## src/rtl/cache_dbg_pkg.sv

```systemverilog
// Shared types and constants for the debug cache loader.
// Contents: FSM state enum, default BRAM depth, command opcode and cache-select
// encodings, and a word-index to byte-address helper.
package cache_dbg_pkg;

  localparam int unsigned BRAMWORDS = 4096;

  localparam logic OP_LOAD  = 1'b0;
  localparam logic OP_DUMP  = 1'b1;
  localparam logic SEL_DATA = 1'b0;
  localparam logic SEL_INST = 1'b1;

  typedef enum logic [2:0] {
    IDLE,
    LD_COLLECT,
    LD_WRITE,
    DP_ADDR,
    DP_WAIT,
    DP_SEND,
    DONE
  } state_t;

  // Word index to byte address on the A2 bus.
  function automatic logic [31:0] wordAddr(input logic [31:0] wordIdx);
    return {wordIdx[29:0], 2'b00};
  endfunction

endpackage

```

## src/rtl/debug_cache_loader_if.sv

```systemverilog
// Handshake and cache debug-port bundle of the debug cache loader.
// master: the loader (drives cmd_ready, in_ready, out stream, A2/WD2/WE2,
//         core_rst_hold, done).
// slave:  the host / memory side (drives cmd, in stream, out_ready, RD2).
interface debug_cache_loader_if #(
  parameter int unsigned CNT_W = 13
);

  logic             cmd_valid;
  logic             cmd_ready;
  logic             cmd_op;
  logic             cmd_sel;
  logic [CNT_W-1:0] cmd_count;

  logic             in_valid;
  logic             in_ready;
  logic [7:0]       in_data;

  logic             out_valid;
  logic             out_ready;
  logic [7:0]       out_data;

  logic [31:0]      CPU_Debug_DataCache_A2;
  logic [31:0]      CPU_Debug_DataCache_WD2;
  logic [3:0]       CPU_Debug_DataCache_WE2;
  logic [31:0]      CPU_Debug_DataCache_RD2;

  logic [31:0]      CPU_Debug_InstCache_A2;
  logic [31:0]      CPU_Debug_InstCache_WD2;
  logic [3:0]       CPU_Debug_InstCache_WE2;
  logic [31:0]      CPU_Debug_InstCache_RD2;

  logic             core_rst_hold;
  logic             done;

  modport master (
    input  cmd_valid, cmd_op, cmd_sel, cmd_count,
    output cmd_ready,
    input  in_valid, in_data,
    output in_ready,
    output out_valid, out_data,
    input  out_ready,
    output CPU_Debug_DataCache_A2, CPU_Debug_DataCache_WD2, CPU_Debug_DataCache_WE2,
    input  CPU_Debug_DataCache_RD2,
    output CPU_Debug_InstCache_A2, CPU_Debug_InstCache_WD2, CPU_Debug_InstCache_WE2,
    input  CPU_Debug_InstCache_RD2,
    output core_rst_hold, done
  );

  modport slave (
    output cmd_valid, cmd_op, cmd_sel, cmd_count,
    input  cmd_ready,
    output in_valid, in_data,
    input  in_ready,
    input  out_valid, out_data,
    output out_ready,
    input  CPU_Debug_DataCache_A2, CPU_Debug_DataCache_WD2, CPU_Debug_DataCache_WE2,
    output CPU_Debug_DataCache_RD2,
    input  CPU_Debug_InstCache_A2, CPU_Debug_InstCache_WD2, CPU_Debug_InstCache_WE2,
    output CPU_Debug_InstCache_RD2,
    input  core_rst_hold, done
  );

endinterface

```

## src/rtl/byte_word_shifter.sv

```systemverilog
// Little-endian byte<->word shifter with a byte counter.
// Ports: CPU_CLK, CPU_RST (sync, active-high); clear zeroes the word and count;
// pushEn/pushByte shift a byte in from the top (4 pushes leave byte 0 in [7:0]);
// loadEn/loadWord load a whole word; shiftEn drops the low byte;
// word/lowByte are the register contents; lastByte_c flags the 4th byte.
module byte_word_shifter
  import cache_dbg_pkg::*;
(
  input  logic        CPU_CLK,
  input  logic        CPU_RST,
  input  logic        clear,
  input  logic        pushEn,
  input  logic [7:0]  pushByte,
  input  logic        loadEn,
  input  logic [31:0] loadWord,
  input  logic        shiftEn,
  output logic [31:0] word,
  output logic [7:0]  lowByte,
  output logic        lastByte_c
);

  logic [31:0] shReg;
  logic [1:0]  byteCnt;

  // Byte count wraps after four bytes, ready for the next word.
  always_ff @(posedge CPU_CLK) begin
    if (CPU_RST || clear) begin
      shReg   <= '0;
      byteCnt <= '0;
    end else if (loadEn) begin
      shReg   <= loadWord;
      byteCnt <= '0;
    end else if (pushEn) begin
      shReg   <= {pushByte, shReg[31:8]};
      byteCnt <= byteCnt + 2'd1;
    end else if (shiftEn) begin
      shReg   <= {8'h00, shReg[31:8]};
      byteCnt <= byteCnt + 2'd1;
    end
  end

  assign word       = shReg;
  assign lowByte    = shReg[7:0];
  assign lastByte_c = (byteCnt == 2'd3);

endmodule

```

## src/rtl/debug_cache_loader.sv

```systemverilog
// Debug master for the CPU's second BRAM ports (A2/WD2/WE2/RD2).
// Load: packs a byte stream little-endian into words written from address 0.
// Dump: reads words from address 0 and streams them out low byte first.
// Ports: CPU_CLK, CPU_RST (sync, active-high); bus (master modport) carries the
// command, in/out byte streams, both cache debug ports, core_rst_hold and done.
module debug_cache_loader
  import cache_dbg_pkg::*;
#(
  parameter int unsigned WORDS  = BRAMWORDS,
  parameter int unsigned CNT_W  = 13,
  parameter int unsigned RD_LAT = 2
) (
  input  logic                CPU_CLK,
  input  logic                CPU_RST,
  debug_cache_loader_if.master bus
);

  localparam int unsigned IDX_W  = $clog2(WORDS);
  localparam int unsigned WAIT_W = $clog2(RD_LAT + 2);

  state_t            state;
  logic              selR;
  logic [CNT_W-1:0]  countR;
  logic [IDX_W-1:0]  idx;
  logic [WAIT_W-1:0] waitCnt;

  logic              cmdReady;
  logic              inReady;
  logic              outValid;
  logic              holdR;
  logic              doneR;
  logic [31:0]       dA2, dWD, iA2, iWD;
  logic [3:0]        dWE, iWE;

  logic              cmdFire_c, inFire_c, outFire_c;
  logic              lastWord_c, waitDone_c;
  logic [CNT_W-1:0]  clampCount_c;
  logic [31:0]       rdSel_c;
  logic              shClear_c, shPush_c, shLoad_c, shShift_c;
  logic [31:0]       shWord;
  logic [7:0]        shLowByte;
  logic              shLast_c;

  // Handshake decode and datapath helpers.
  always_comb begin
    cmdFire_c    = bus.cmd_valid && cmdReady;
    inFire_c     = bus.in_valid && inReady;
    outFire_c    = outValid && bus.out_ready;
    lastWord_c   = ((CNT_W'(idx) + CNT_W'(1)) == countR);
    waitDone_c   = (waitCnt == WAIT_W'(RD_LAT));
    clampCount_c = (bus.cmd_count > CNT_W'(WORDS)) ? CNT_W'(WORDS) : bus.cmd_count;
    rdSel_c      = (selR == SEL_INST) ? bus.CPU_Debug_InstCache_RD2
                                      : bus.CPU_Debug_DataCache_RD2;
    shClear_c    = (state == IDLE) && cmdFire_c;
    shPush_c     = (state == LD_COLLECT) && inFire_c;
    shLoad_c     = (state == DP_WAIT) && waitDone_c;
    shShift_c    = (state == DP_SEND) && outFire_c;
  end

  byte_word_shifter u_shifter (
    .CPU_CLK    (CPU_CLK),
    .CPU_RST    (CPU_RST),
    .clear      (shClear_c),
    .pushEn     (shPush_c),
    .pushByte   (bus.in_data),
    .loadEn     (shLoad_c),
    .loadWord   (rdSel_c),
    .shiftEn    (shShift_c),
    .word       (shWord),
    .lowByte    (shLowByte),
    .lastByte_c (shLast_c)
  );

  // Command FSM; handshake readies/valids change together with the state so
  // they always reflect it, while hold/done/port drives follow one cycle later.
  always_ff @(posedge CPU_CLK) begin
    if (CPU_RST) begin
      state    <= IDLE;
      selR     <= SEL_DATA;
      countR   <= '0;
      idx      <= '0;
      waitCnt  <= '0;
      cmdReady <= 1'b1;
      inReady  <= 1'b0;
      outValid <= 1'b0;
      holdR    <= 1'b0;
      doneR    <= 1'b0;
      dA2      <= '0;
      dWD      <= '0;
      dWE      <= '0;
      iA2      <= '0;
      iWD      <= '0;
      iWE      <= '0;
    end else begin
      holdR <= (state != IDLE);
      doneR <= (state == DONE);
      dWE   <= '0;
      iWE   <= '0;

      case (state)
        IDLE: begin
          if (cmdFire_c) begin
            selR     <= bus.cmd_sel;
            countR   <= clampCount_c;
            idx      <= '0;
            cmdReady <= 1'b0;
            if (clampCount_c == '0) begin
              state <= DONE;
            end else if (bus.cmd_op == OP_LOAD) begin
              state   <= LD_COLLECT;
              inReady <= 1'b1;
            end else begin
              state <= DP_ADDR;
            end
          end
        end

        LD_COLLECT: begin
          if (inFire_c && shLast_c) begin
            state   <= LD_WRITE;
            inReady <= 1'b0;
          end
        end

        LD_WRITE: begin
          if (selR == SEL_DATA) begin
            dWE <= 4'hF;
            dA2 <= wordAddr(32'(idx));
            dWD <= shWord;
          end else begin
            iWE <= 4'hF;
            iA2 <= wordAddr(32'(idx));
            iWD <= shWord;
          end
          if (lastWord_c) begin
            state <= DONE;
          end else begin
            idx     <= idx + IDX_W'(1);
            state   <= LD_COLLECT;
            inReady <= 1'b1;
          end
        end

        DP_ADDR: begin
          if (selR == SEL_DATA) begin
            dA2 <= wordAddr(32'(idx));
          end else begin
            iA2 <= wordAddr(32'(idx));
          end
          waitCnt <= '0;
          state   <= DP_WAIT;
        end

        // Counts from the A2 update; RD2 is captured by the shifter on exit.
        DP_WAIT: begin
          if (waitDone_c) begin
            state    <= DP_SEND;
            outValid <= 1'b1;
          end else begin
            waitCnt <= waitCnt + WAIT_W'(1);
          end
        end

        DP_SEND: begin
          if (outFire_c && shLast_c) begin
            outValid <= 1'b0;
            if (lastWord_c) begin
              state <= DONE;
            end else begin
              idx   <= idx + IDX_W'(1);
              state <= DP_ADDR;
            end
          end
        end

        DONE: begin
          state    <= IDLE;
          cmdReady <= 1'b1;
          dA2      <= '0;
          dWD      <= '0;
          iA2      <= '0;
          iWD      <= '0;
        end

        default: begin
          state    <= IDLE;
          cmdReady <= 1'b1;
          inReady  <= 1'b0;
          outValid <= 1'b0;
        end
      endcase
    end
  end

  assign bus.cmd_ready               = cmdReady;
  assign bus.in_ready                = inReady;
  assign bus.out_valid               = outValid;
  assign bus.out_data                = shLowByte;
  assign bus.CPU_Debug_DataCache_A2  = dA2;
  assign bus.CPU_Debug_DataCache_WD2 = dWD;
  assign bus.CPU_Debug_DataCache_WE2 = dWE;
  assign bus.CPU_Debug_InstCache_A2  = iA2;
  assign bus.CPU_Debug_InstCache_WD2 = iWD;
  assign bus.CPU_Debug_InstCache_WE2 = iWE;
  assign bus.core_rst_hold           = holdR;
  assign bus.done                    = doneR;

endmodule
```

## src/flat_wrapper.sv

```systemverilog
// flat-port wrapper written by rule: the top's interface ports become plain ports
module debug_cache_loader_flat import cache_dbg_pkg::*;
#(
  parameter int unsigned WORDS  = BRAMWORDS,
  parameter int unsigned CNT_W  = 13,
  parameter int unsigned RD_LAT = 2
)
  (CPU_CLK, CPU_RST, bus_cmd_valid, bus_cmd_op, bus_cmd_sel, bus_cmd_count, bus_cmd_ready, bus_in_valid, bus_in_data, bus_in_ready, bus_out_valid, bus_out_data, bus_out_ready, bus_CPU_Debug_DataCache_A2, bus_CPU_Debug_DataCache_WD2, bus_CPU_Debug_DataCache_WE2, bus_CPU_Debug_DataCache_RD2, bus_CPU_Debug_InstCache_A2, bus_CPU_Debug_InstCache_WD2, bus_CPU_Debug_InstCache_WE2, bus_CPU_Debug_InstCache_RD2, bus_core_rst_hold, bus_done);
  debug_cache_loader_if #(.CNT_W(CNT_W)) bus_i ();
  input  logic CPU_CLK;
  input  logic CPU_RST;
  input wire logic [$bits(bus_i.cmd_valid)-1:0] bus_cmd_valid;
  input wire logic [$bits(bus_i.cmd_op)-1:0] bus_cmd_op;
  input wire logic [$bits(bus_i.cmd_sel)-1:0] bus_cmd_sel;
  input wire logic [$bits(bus_i.cmd_count)-1:0] bus_cmd_count;
  output wire logic [$bits(bus_i.cmd_ready)-1:0] bus_cmd_ready;
  input wire logic [$bits(bus_i.in_valid)-1:0] bus_in_valid;
  input wire logic [$bits(bus_i.in_data)-1:0] bus_in_data;
  output wire logic [$bits(bus_i.in_ready)-1:0] bus_in_ready;
  output wire logic [$bits(bus_i.out_valid)-1:0] bus_out_valid;
  output wire logic [$bits(bus_i.out_data)-1:0] bus_out_data;
  input wire logic [$bits(bus_i.out_ready)-1:0] bus_out_ready;
  output wire logic [$bits(bus_i.CPU_Debug_DataCache_A2)-1:0] bus_CPU_Debug_DataCache_A2;
  output wire logic [$bits(bus_i.CPU_Debug_DataCache_WD2)-1:0] bus_CPU_Debug_DataCache_WD2;
  output wire logic [$bits(bus_i.CPU_Debug_DataCache_WE2)-1:0] bus_CPU_Debug_DataCache_WE2;
  input wire logic [$bits(bus_i.CPU_Debug_DataCache_RD2)-1:0] bus_CPU_Debug_DataCache_RD2;
  output wire logic [$bits(bus_i.CPU_Debug_InstCache_A2)-1:0] bus_CPU_Debug_InstCache_A2;
  output wire logic [$bits(bus_i.CPU_Debug_InstCache_WD2)-1:0] bus_CPU_Debug_InstCache_WD2;
  output wire logic [$bits(bus_i.CPU_Debug_InstCache_WE2)-1:0] bus_CPU_Debug_InstCache_WE2;
  input wire logic [$bits(bus_i.CPU_Debug_InstCache_RD2)-1:0] bus_CPU_Debug_InstCache_RD2;
  output wire logic [$bits(bus_i.core_rst_hold)-1:0] bus_core_rst_hold;
  output wire logic [$bits(bus_i.done)-1:0] bus_done;
  assign bus_i.cmd_valid = bus_cmd_valid;
  assign bus_i.cmd_op = bus_cmd_op;
  assign bus_i.cmd_sel = bus_cmd_sel;
  assign bus_i.cmd_count = bus_cmd_count;
  assign bus_cmd_ready = bus_i.cmd_ready;
  assign bus_i.in_valid = bus_in_valid;
  assign bus_i.in_data = bus_in_data;
  assign bus_in_ready = bus_i.in_ready;
  assign bus_out_valid = bus_i.out_valid;
  assign bus_out_data = bus_i.out_data;
  assign bus_i.out_ready = bus_out_ready;
  assign bus_CPU_Debug_DataCache_A2 = bus_i.CPU_Debug_DataCache_A2;
  assign bus_CPU_Debug_DataCache_WD2 = bus_i.CPU_Debug_DataCache_WD2;
  assign bus_CPU_Debug_DataCache_WE2 = bus_i.CPU_Debug_DataCache_WE2;
  assign bus_i.CPU_Debug_DataCache_RD2 = bus_CPU_Debug_DataCache_RD2;
  assign bus_CPU_Debug_InstCache_A2 = bus_i.CPU_Debug_InstCache_A2;
  assign bus_CPU_Debug_InstCache_WD2 = bus_i.CPU_Debug_InstCache_WD2;
  assign bus_CPU_Debug_InstCache_WE2 = bus_i.CPU_Debug_InstCache_WE2;
  assign bus_i.CPU_Debug_InstCache_RD2 = bus_CPU_Debug_InstCache_RD2;
  assign bus_core_rst_hold = bus_i.core_rst_hold;
  assign bus_done = bus_i.done;
  debug_cache_loader #(.WORDS(WORDS), .CNT_W(CNT_W), .RD_LAT(RD_LAT)) u_core (.CPU_CLK(CPU_CLK), .CPU_RST(CPU_RST), .bus(bus_i));
endmodule
```

## config.mk

```make
export PLATFORM = sky130hd
export DESIGN_NAME = debug_cache_loader_flat
export DESIGN_NICKNAME = d
export VERILOG_FILES = /design/src/rtl/cache_dbg_pkg.sv /design/src/rtl/debug_cache_loader_if.sv /design/src/rtl/byte_word_shifter.sv /design/src/rtl/debug_cache_loader.sv /design/src/flat_wrapper.sv
export SDC_FILE = /design/constraint.sdc
export NUM_CORES = 1
export LEC_CHECK = 0
export CORE_AREA = 2 2 161 100
export CTS_CLUSTER_DIAMETER = 120
export DETAILED_ROUTE_END_ITERATION = 8
export DIE_AREA = 0 0 163 102
export PLACE_DENSITY = 0.89
export SETUP_SLACK_MARGIN = 0.02
export SLEW_MARGIN = 0
export SYNTH_ARGS = -nofsm -noshare
export SYNTH_HDL_FRONTEND = slang
export SYNTH_SLANG_ARGS = --single-unit
export TNS_END_PERCENT = 5
```

## constraint.sdc

```tcl
create_clock -name CPU_CLK -period 4.4 [get_ports CPU_CLK]
set_clock_uncertainty 0.1 [all_clocks]
set_input_delay 0.66 -clock CPU_CLK [delete_from_list [all_inputs] [get_ports CPU_CLK]]
set_output_delay 0.66 -clock CPU_CLK [all_outputs]
set_load 0.01 [all_outputs]
```

Yosys cells after proc, flatten, opt, wreduce, memory -nomap -nowiden
Cells that the tools add are included.
{"block": "word_totals", "output_inout_bits": 149, "input_bits": 92, "register_bits": 206}
{"block": "op_classes", "eq_ne": 21, "addsub": 4, "mux": 43, "reduce_logical": 36, "magnitude_cmp": 1, "bitwise_logic": 4}
{"operator": "2-to-1 mux 32 bit", "count": 8}
{"operator": "case mux 32 bit (2 select lines)", "count": 4}
{"operator": "2-to-1 mux 12 bit", "count": 3}
{"operator": "case mux 12 bit (3 select lines)", "count": 1}
{"operator": "2-to-1 mux 3 bit", "count": 7}
{"operator": "case mux 3 bit (6 select lines)", "count": 1}
{"operator": "!= test 2 bit (second input constant)", "count": 8}
{"operator": "AND reduction 2 bit", "count": 7}
{"operator": "adder 12 x 1 -> 13 bit (second input constant)", "count": 1}
{"operator": "== test 13 bit", "count": 1}
{"operator": "> comparator 13 bit (second input constant)", "count": 1}
{"operator": "logical NOT 13 bit", "count": 1}
{"operator": "2-to-1 mux 13 bit", "count": 1}
{"operator": "adder 12 x 1 -> 12 bit (second input constant)", "count": 1}
{"operator": "OR reduction 5 bit", "count": 2}
{"operator": "== test 3 bit (second input constant)", "count": 3}
{"operator": "logical AND 1 bit", "count": 9}
{"operator": "nonzero test 3 bit", "count": 3}
{"operator": "2-to-1 mux 1 bit", "count": 8}
{"operator": "2-to-1 mux 2 bit", "count": 4}
{"operator": "2-to-1 mux 4 bit", "count": 2}
{"operator": "!= test 2 x 1 -> 1 bit (second input constant)", "count": 4}
{"operator": "nonzero test 2 bit", "count": 4}
{"operator": "== test 3 x 2 -> 1 bit (second input constant)", "count": 2}
{"operator": "15 further kinds", "count": 23}

Longest topological paths before layout
Gate-level depths: netlist of run 1.
{"block": "depth", "ltp_word": 6, "depth_mapped": 10, "mapped_depth_nobuf": 8}

By module
From an unflattened synthesis of run 1, not the netlist that was laid out.
{"block": "unflattened", "cells_unflattened": 942, "hier_area_um2": 7983.9}
{"mod": "debug_cache_loader", "seq_area_each_um2": 2522.4, "cells_per_inst": 751, "n_inst": 1, "area_per_inst_um2": 6103.4}
{"mod": "byte_word_shifter", "seq_area_each_um2": 680.7, "cells_per_inst": 191, "n_inst": 1, "area_per_inst_um2": 1880.6}

Least setup slack after synthesis of run 1
Ideal clock, no wire load.
{"block": "synth_timing", "path_type": "register to register", "startpoint": "register u_core.idx[0]", "endpoint": "register u_core.idx[10]", "synth_period_minus_slack_ns": 2.696, "required_time_ns": 4.181, "slack_ns": 1.704, "t_arrival_ns": 2.477, "path_buffers": 0, "path_stages_with_launch": 9, "path_cell_list": "dfxtp_1 ha_1 nand3_2 or4_1 xnor2_1 nor4b_4 nor4b_4 nor2_2 o2bb2ai_1"}
{"block": "synth_via", "elab_chain_cells": 5, "word_cells_on_any_way": 6, "classes_between": "add/sub (2); eq/ne (1); mux (3)"}
{"item": "start: declaration", "line": "debug_cache_loader.sv:24", "source": "logic [IDX_W-1:0] idx;"}
{"item": "start signal: assignment", "line": "debug_cache_loader.sv:138", "source": "idx <= idx + IDX_W'(1);"}
{"item": "start signal: assignment", "line": "debug_cache_loader.sv:170", "source": "idx <= idx + IDX_W'(1);"}
{"item": "adder 12 x 1 -> 13 bit", "line": "debug_cache_loader.sv:49", "source": "lastWord_c = ((CNT_W'(idx) + CNT_W'(1)) == countR);"}
{"item": "== test 13 bit", "line": "debug_cache_loader.sv:49"}
{"item": "2-to-1 mux 12 bit *", "line": "debug_cache_loader.sv:135, debug_cache_loader.sv:167"}
{"item": "2-to-1 mux 12 bit", "line": "debug_cache_loader.sv:165", "source": "if (outFire_c && shLast_c) begin"}
{"item": "case mux 12 bit (3 select lines) *", "line": "debug_cache_loader.sv:100", "source": "case (state)"}
Every way passes the cells marked *; elsewhere a longest branch is shown, timed or not. The select of a mux whose other input is x is not followed.
A chain may end at the register's enable or synchronous reset.

Worst setup path in the final report of run 1
{"block": "layout_timing", "startpoint": "register u_core.idx[0]", "endpoint": "register u_core.idx[3]"}
The elaborated chain is that of the path after synthesis.

==> results of run 1 <==
## metrics by stage
step                      utilization  total power [uW]  area [um^2]  hold slack [ns]  setup WS [ns]
after floorplan                     -              2390         7590            0.352           1.70
after global placement          0.613              2720         9270            0.375           1.36
after detailed placement        0.613              2740         9270            0.382           1.29
after CTS                       0.653              4190         9860            0.399           1.24
after global routing            0.653              4370         9860            0.422          0.956
final                           0.653              4200         9860            0.400           1.07
## power groups by stage
stage          clock network (uW)  registers (uW)  logic (uW)
5_1_grt                      1530            1650        1190
3_3_place_gp                    0            1660        1050
3_5_place_dp                    0            1670        1070
2_1_floorplan                   0            1600         789
4_1_cts                      1470            1640        1080
6_report                     1450            1640        1100
## sequential cells by signal (all words and copies together) (netlist names)
name	flops
u_core.bus.out_valid	1
u_core.bus.CPU_Debug_InstCache_A2	12
u_core.waitCnt	2
u_core.bus.CPU_Debug_InstCache_WE2	1
u_core.bus.core_rst_hold	1
u_core.bus.cmd_ready	1
u_core.bus.CPU_Debug_DataCache_WD2	32
u_core.selR	1
u_core.countR	13
u_core.u_shifter.byteCnt	2
u_core.bus.CPU_Debug_InstCache_WD2	32
u_core.bus.done	1
u_core.bus.CPU_Debug_DataCache_WE2	1
u_core.idx	12
u_core.bus.in_ready	1
u_core.state	3
u_core.u_shifter.word	32
u_core.bus.CPU_Debug_DataCache_A2	12
## worst min-delay path, cell delays in order (launching register included)
cell and delay [ns]:
sky130_fd_sc_hd__dfxtp_1 0.33, sky130_fd_sc_hd__a22oi_1 0.06, sky130_fd_sc_hd__nor2_1 0.08
## cells in the final DEF (no fill, tap or decap), types with 3 or more instances in the layout
master,instances
sky130_fd_sc_hd__clkdlybuf4s50_1,199
sky130_fd_sc_hd__dfxtp_1,159
sky130_fd_sc_hd__nor2_1,114
sky130_fd_sc_hd__a22oi_1,88
sky130_fd_sc_hd__nand2_1,72
sky130_fd_sc_hd__conb_1,40
sky130_fd_sc_hd__a211oi_1,38
sky130_fd_sc_hd__mux2i_1,36
sky130_fd_sc_hd__and3_1,27
sky130_fd_sc_hd__clkbuf_16,17
sky130_fd_sc_hd__nand3_1,15
sky130_fd_sc_hd__nor3_1,13
sky130_fd_sc_hd__a22o_1,12
sky130_fd_sc_hd__xnor2_1,11
sky130_fd_sc_hd__nand2b_1,11
sky130_fd_sc_hd__a21oi_1,11
sky130_fd_sc_hd__nor4_1,11
sky130_fd_sc_hd__buf_4,11
sky130_fd_sc_hd__nand4_1,10
sky130_fd_sc_hd__o21ai_1,9
sky130_fd_sc_hd__o21ai_0,9
sky130_fd_sc_hd__a221oi_1,9
sky130_fd_sc_hd__inv_1,6
sky130_fd_sc_hd__xor2_1,5
sky130_fd_sc_hd__a32oi_1,5
sky130_fd_sc_hd__clkinv_8,5
sky130_fd_sc_hd__or2_2,4
sky130_fd_sc_hd__nor2b_1,4
sky130_fd_sc_hd__inv_8,4
sky130_fd_sc_hd__and2_1,3
sky130_fd_sc_hd__or3_1,3
sky130_fd_sc_hd__o22ai_1,3
sky130_fd_sc_hd__nand3b_1,3
sky130_fd_sc_hd__ha_1,3
sky130_fd_sc_hd__clkinvlp_4,3
## cells by family (layout without fill, tap and decap cells)
logic type,after synthesis,count (layout),share of synthesized area
and+or+nand+nor,306,306,0.197
AOI/OAI and AO/OA,205,205,0.204
DFF,160,160,0.431
buffers and inverters,128,248,0.0940
muxes,37,37,0.0500
xor gates and xnor gates,16,16,0.0188
adders and majority gates,3,3,0.00505
other,1,40,0.000504
## routing by layer
metal | vias up | track usage | part of all wire
met3 | 27 | 0.0718 | 0.11
met5 | - | 0 | 0
li1 | 3297 | - | -
met4 | 0 | 0.0817 | 0.014
met1 | 3367 | 0.392 | 0.45
met2 | 415 | 0.387 | 0.42
## layout make-up
cell class                 count  area, um^2
clock buffer                  17         425
clock inverter                15         171
fill                        1229        5250
inverter                       6        22.5
multi-input combinational    607        3710
sequential                   160        3200
tap                          203         254
timing repair buffer         210        2070
## how the worst max path moves through the flow
stage	from	endpoint	slack, ns	cells past startpoint
global placement	bus_in_valid	u_core.u_shifter.word[18]	1.36	6
CTS	u_core.idx[0]	u_core.idx[3]	1.24	8
finish	u_core.idx[0]	u_core.idx[3]	1.07	8
floorplan	u_core.idx[0]	u_core.idx[10]	1.70	8
global route	u_core.idx[0]	u_core.idx[3]	0.96	8
detailed placement	u_core.idx[0]	u_core.idx[4]	1.29	8
==> key figures, run 1 <==
Worst setup path
  – Worst stage delay on the critical path: 0.61 ns
  – Highest fanout seen on the critical path: 10
  – Cell count of the worst reg-to-reg path: 8
  – Data arrival, critical path: 3.53 ns
  – Nature of the critical path startpoint: register
  – Capturing element type of the critical path: register
  – List of cells traversed by the critical path: ha_1 -> nand3_2 -> or4_1 -> xnor2_1 -> nor4b_4 -> nand4_1 -> a32oi_1 -> nand2_1
  – Family with the most delay on the worst path: simple AND/OR/NAND/NOR gates
  – Slowest cell on the critical path: sky130_fd_sc_hd__or4_1
  – Data required time at the worst endpoint: 4.59 ns
  – Worst reg2reg path startpoint: u_core.idx[0]
  – Crit path kind: reg -> reg
  – R2r setup slk: 1.07 ns
  – End of the worst register-to-register path: u_core.idx[3]
  – Buf/Inv on CP: 0

CTS
  – Max clock buf depth: 2
  – Clock sinks: 160
  – H-tree depth reported by CTS: 4
  – Worst-skew pair later-pin latency: 0.42 ns
  – TritonCTS clock tree: done
  – Post-CTS setup buffer count: 0
  – TritonCTS Buffers: 17
  – Clock-pin slew of the registers on the worst-case setup and hold paths: 0.07 ns
  – Post-cts resize count: 0
  – Post-CTS Hold Fix Bufs: 0
  – Root buffer cell: sky130_fd_sc_hd__clkbuf_16

STA
  – Timing-limited maximum frequency: 300 MHz
  – Total negative slack: 0 ns
  – Worst Max-Slew Pin Slew: 1.27 ns
  – Ratio of final minimum period to clock period: 0.758
  – Unrepaired setup endpoints after global routing: false
  – Shortest clock period the worst path allows after layout: 3.33 ns
  – Number of setup violations in the final report: 0
  – Final max-slew violation count: 0
  – Number of hold violations in the final report: 0
  – Max-slew headroom: 0.156

Placement
  – Quantity of I/O buffers inserted on ports: 200
  – Placed Instances: 1186
  – GP Congestion: 0.911
  – Hpwl dp: 16200 um

Logic synthesis
  – Most common cell in the synthesized netlist: sky130_fd_sc_hd__dfxtp_1
  – Synth cell types: 60
  – Share of synthesized registers carrying an async set or reset: 0
  – Primary FF master, synth: sky130_fd_sc_hd__dfxtp_1
  – Netlist Area Pre-Place: 0.00744 mm^2
  – EDFF count, synth: 0
  – Ranking of synthesized cells by instance count: 160 x sky130_fd_sc_hd__dfxtp_1, 115 x sky130_fd_sc_hd__nor2_1, 88 x sky130_fd_sc_hd__a22oi_1
  – Synth top area share: 0.431
  – Cell count after synthesis: 856
  – Count of yosys warnings during synthesis: 0
  – Synthesis-stage register bit count: 160
  – Fraction of the yosys area taken by sequential cells: 0.431
  – Leading area contributor after synthesis: sky130_fd_sc_hd__dfxtp_1
  – Mean instance size in the synthesized netlist: 8.69 um^2
  – Leading cell types by total area after synthesis: sky130_fd_sc_hd__dfxtp_1 43%, sky130_fd_sc_hd__a22oi_1 8.9%, sky130_fd_sc_hd__nor2_1 5.8%

Final layout
  – Area growth from synthesis to final layout: 32.6%
  – Total Nets Final: 1097
  – Final cell count without fillers: 1218
  – Share of cells above drive strength 1: 0.0611
  – ANT cells: 0

Hold path
  – Worst hold-check path type: reg -> reg
  – Hold path cells: 2
  – End point of the worst hold path: u_core.bus.CPU_Debug_InstCache_WD2[27]
  – Worst hold path startpoint: u_core.bus.CPU_Debug_InstCache_WD2[27]

Power
  – Total power divided by cell area: 426 mW/mm^2
  – Switching power of the nets: 1520 uW
  – Switching portion of total power: 0.362
  – Leakage power total: 0.00337 uW
  – Reg power frac: 0.391
  – Portion of total power attributed to combinational logic: 0.263
  – Cell-internal power: 2680 uW
  – Clock network fraction of design power: 0.346
  – Maximum vdd drop: 305 uV

Global routing
  – Number of antenna violations at the first check in global routing: 0
  – GRT overflow: 0
  – Via count of the first global-routing pass: 6399
  – Overall global routing resource usage: 0.269
  – Wire length of the first global-routing pass: 35100 um
  – Pin count of the biggest net entering global routing: 54

Job
  – Number of max-cap violations: 0

Floorplan
  – Vertical extent of the die: 102 um
  – DIE WIDTH: 163 um
  – Die footprint: 0.0166 mm^2
  – FP Rows: 35
  – Top-level I/O count: 241
  – Core area: 0.0151 mm^2
  – Effective utilization at floorplan: 0.492

Routing
  – First drt pass iteration count: 5
  – WL per Instance: 18.8 um
  – Via Count: 7106
  – Count of nets left with antenna violations after detail routing: 0
  – Detailed-route vias per instance: 5.83
  – Starting DRC count in detailed routing: 726
  – Drt drc: 0
  – Routed wire length: 22900 um

Outcome
  – Outcome: complete, no violations
No activity file was read; power rests on OpenSTA's default activity.
==> run 2, diff against run 1 <==
Settings changed: CORE_AREA 2 2 161 100 to 2 2 175 109, DIE_AREA 0 0 163 102 to 0 0 177 111, PLACE_DENSITY 0.89 to 0.8.
Clock period 4.4 ns to 2.8 ns, I/O delays scaled along.
==> run 2 against run 1 <==
  * Maximum frequency is 26% higher
  * Sequential cell count stayed put
  * Sequential power is 56% higher
  * First-iteration DRC count is 6.6% lower
  * Total power is 62% higher
  * Non-clock buffer count is 29 higher
  * Highest routed layer unchanged
==> key figures, run 2 (synthesis results as in run 1) <==
Routing
  – First drt pass iteration count: 5
  – WL per Instance: 18.5 um
  – Detailed-route vias per instance: 5.51
  – Count of nets left with antenna violations after detail routing: 0
  – Routed wire length: 23900 um
  – Starting DRC count in detailed routing: 678
  – Via Count: 7106
  – Drt drc: 0

STA
  – Max-slew headroom: 0.360
  – Min setup slack post-route: 0.148 ns
  – Number of hold violations in the final report: 0
  – Unrepaired setup endpoints after global routing: false
  – Total negative slack: 0 ns
  – Final max-slew violation count: 0
  – Timing-limited maximum frequency: 377 MHz
  – Worst Max-Slew Pin Slew: 0.956 ns
  – Number of setup violations in the final report: 0
  – Shortest clock period the worst path allows after layout: 2.65 ns
  – Ratio of final minimum period to clock period: 0.947

CTS
  – TritonCTS Buffers: 17
  – H-tree depth reported by CTS: 4
  – Clock-pin slew of the registers on the worst-case setup and hold paths: 0.07 ns
  – TritonCTS clock tree: done
  – Clock sinks: 160
  – Max clock buf depth: 2
  – Worst-skew pair later-pin latency: 0.43 ns
  – Root buffer cell: sky130_fd_sc_hd__clkbuf_16

Global routing
  – Number of antenna violations at the first check in global routing: 0
  – Pin count of the biggest net entering global routing: 77
  – Overall global routing resource usage: 0.241
  – GRT overflow: 0
  – Via count of the first global-routing pass: 6588
  – Wire length of the first global-routing pass: 37100 um

Worst setup path
  – List of cells traversed by the critical path: nand4_1 -> buf_4 -> or3_1 -> a211oi_1 -> o21ai_1 -> nor4b_4 -> nor2_2 -> o2bb2ai_1
  – End of the worst register-to-register path: u_core.idx[10]
  – Cell count of the worst reg-to-reg path: 8
  – Slowest cell on the critical path: sky130_fd_sc_hd__dfxtp_2
  – Capturing element type of the critical path: register
  – R2r setup slk: 0.15 ns
  – Crit path kind: reg -> reg
  – Data required time at the worst endpoint: 3.02 ns
  – Worst reg2reg path startpoint: u_core.idx[9]
  – Data arrival, critical path: 2.87 ns
  – Nature of the critical path startpoint: register
  – Worst stage delay on the critical path: 0.43 ns
  – Launch point of the critical path: u_core.idx[9]
  – Highest fanout seen on the critical path: 9
  – Critical path destination: u_core.idx[10]

Final layout
  – ANT cells: 0
  – Share of cells above drive strength 1: 0.0910
  – Filler cell count: 1611
  – Top library cells by usage in the layout, fill and taps aside: 199 x sky130_fd_sc_hd__clkdlybuf4s50_1, 155 x sky130_fd_sc_hd__dfxtp_1, 114 x sky130_fd_sc_hd__nor2_1
  – Sequential cell area in the final layout: 0.00321 mm^2
  – Footprint of the multi-input gates: 0.00372 mm^2
  – Final Util: 0.556
  – Final cell count without fillers: 1290
  – Commonest non-fill, non-tap cell in the layout: sky130_fd_sc_hd__clkdlybuf4s50_1
  – Area growth from synthesis to final layout: 36.8%
  – Final std cell area, no fill: 0.0102 mm^2
  – Total Nets Final: 1126

Power
  – Maximum vdd drop: 410 uV
  – Leakage power total: 0.00354 uW
  – Total power divided by cell area: 668 mW/mm^2

Placement
  – Hpwl dp: 17300 um
  – Placed Instances: 1255
  – GP Congestion: 0.905
  – Quantity of I/O buffers inserted on ports: 200
  – Pre-CTS setup slack: 0.0409 ns
  – DP Area: 0.00955 mm^2

Floorplan
  – Effective utilization at floorplan: 0.407
  – DIE WIDTH: 177 um
  – Vertical extent of the die: 111 um
  – Top-level I/O count: 241
  – Die footprint: 0.0196 mm^2
  – FP Rows: 39
  – Core area: 0.0183 mm^2

Hold path
  – Worst hold path startpoint: u_core.bus.CPU_Debug_InstCache_WD2[31]
  – Worst hold-check path type: reg -> reg

Job
  – Number of max-cap violations: 0

Outcome
  – Outcome: complete, no violations
run 2: metal layers:
metal / share of wire / track usage / wire (um) / up-vias
met5: 0 / 0 / 0 / -
met1: 0.47 / 0.365 / 11300 / 3369
met3: 0.10 / 0.0658 / 2430 / 25
met4: 0.011 / 0.0551 / 253 / 0
met2: 0.42 / 0.334 / 9940 / 357
li1: - / - / - / 3355
run 2: metrics by stage:
stage	hold WS (ns)	total power (uW)
final	0.401	6790
after global routing	0.430	7090
after CTS	0.404	6790
after detailed placement	0.386	4470
after global placement	0.374	4450
after floorplan	0.352	3760
run 2: worst min-delay path by stage:
stage                                                  end  cells past startpoint
CTS                                      u_core.waitCnt[1]                      2
floorplan                                u_core.waitCnt[0]                      1
global route                              u_core.countR[0]                      1
finish              u_core.bus.CPU_Debug_InstCache_WD2[31]                      2
global placement                         u_core.waitCnt[0]                      1
detailed placement    u_core.bus.CPU_Debug_DataCache_A2[6]                      2
run 2: worst max-delay path: cells and delay by family (launching register included):
family	cells	cell delay (ns)
AND/OR/NAND/NOR	4	1.21
AO/OA/AOI/OAI	3	0.59
flip-flops	1	0.43
buffers and inverters	1	0.22
run 2: report_power, final:
group          internal (uW)  switching, uW
Combinational            730           1170
Sequential              2380            176
Clock                   1270           1060
Total                   4380           2410
run 2: repair_timing:
action | CTS | global route
hold buffers | 0 | 0
setup buffers | 0 | 3
resized for setup | 0 | 4
endpoints found under the setup margin | 0 | 13
run 2: cell type report:
type | instances | area share
inverter | 6 | 0.00221
multi-input combinational | 607 | 0.365
tap | 246 | 0.0302
sequential | 160 | 0.315
clock inverter | 15 | 0.0172
timing repair buffer | 239 | 0.228
clock buffer | 17 | 0.0418
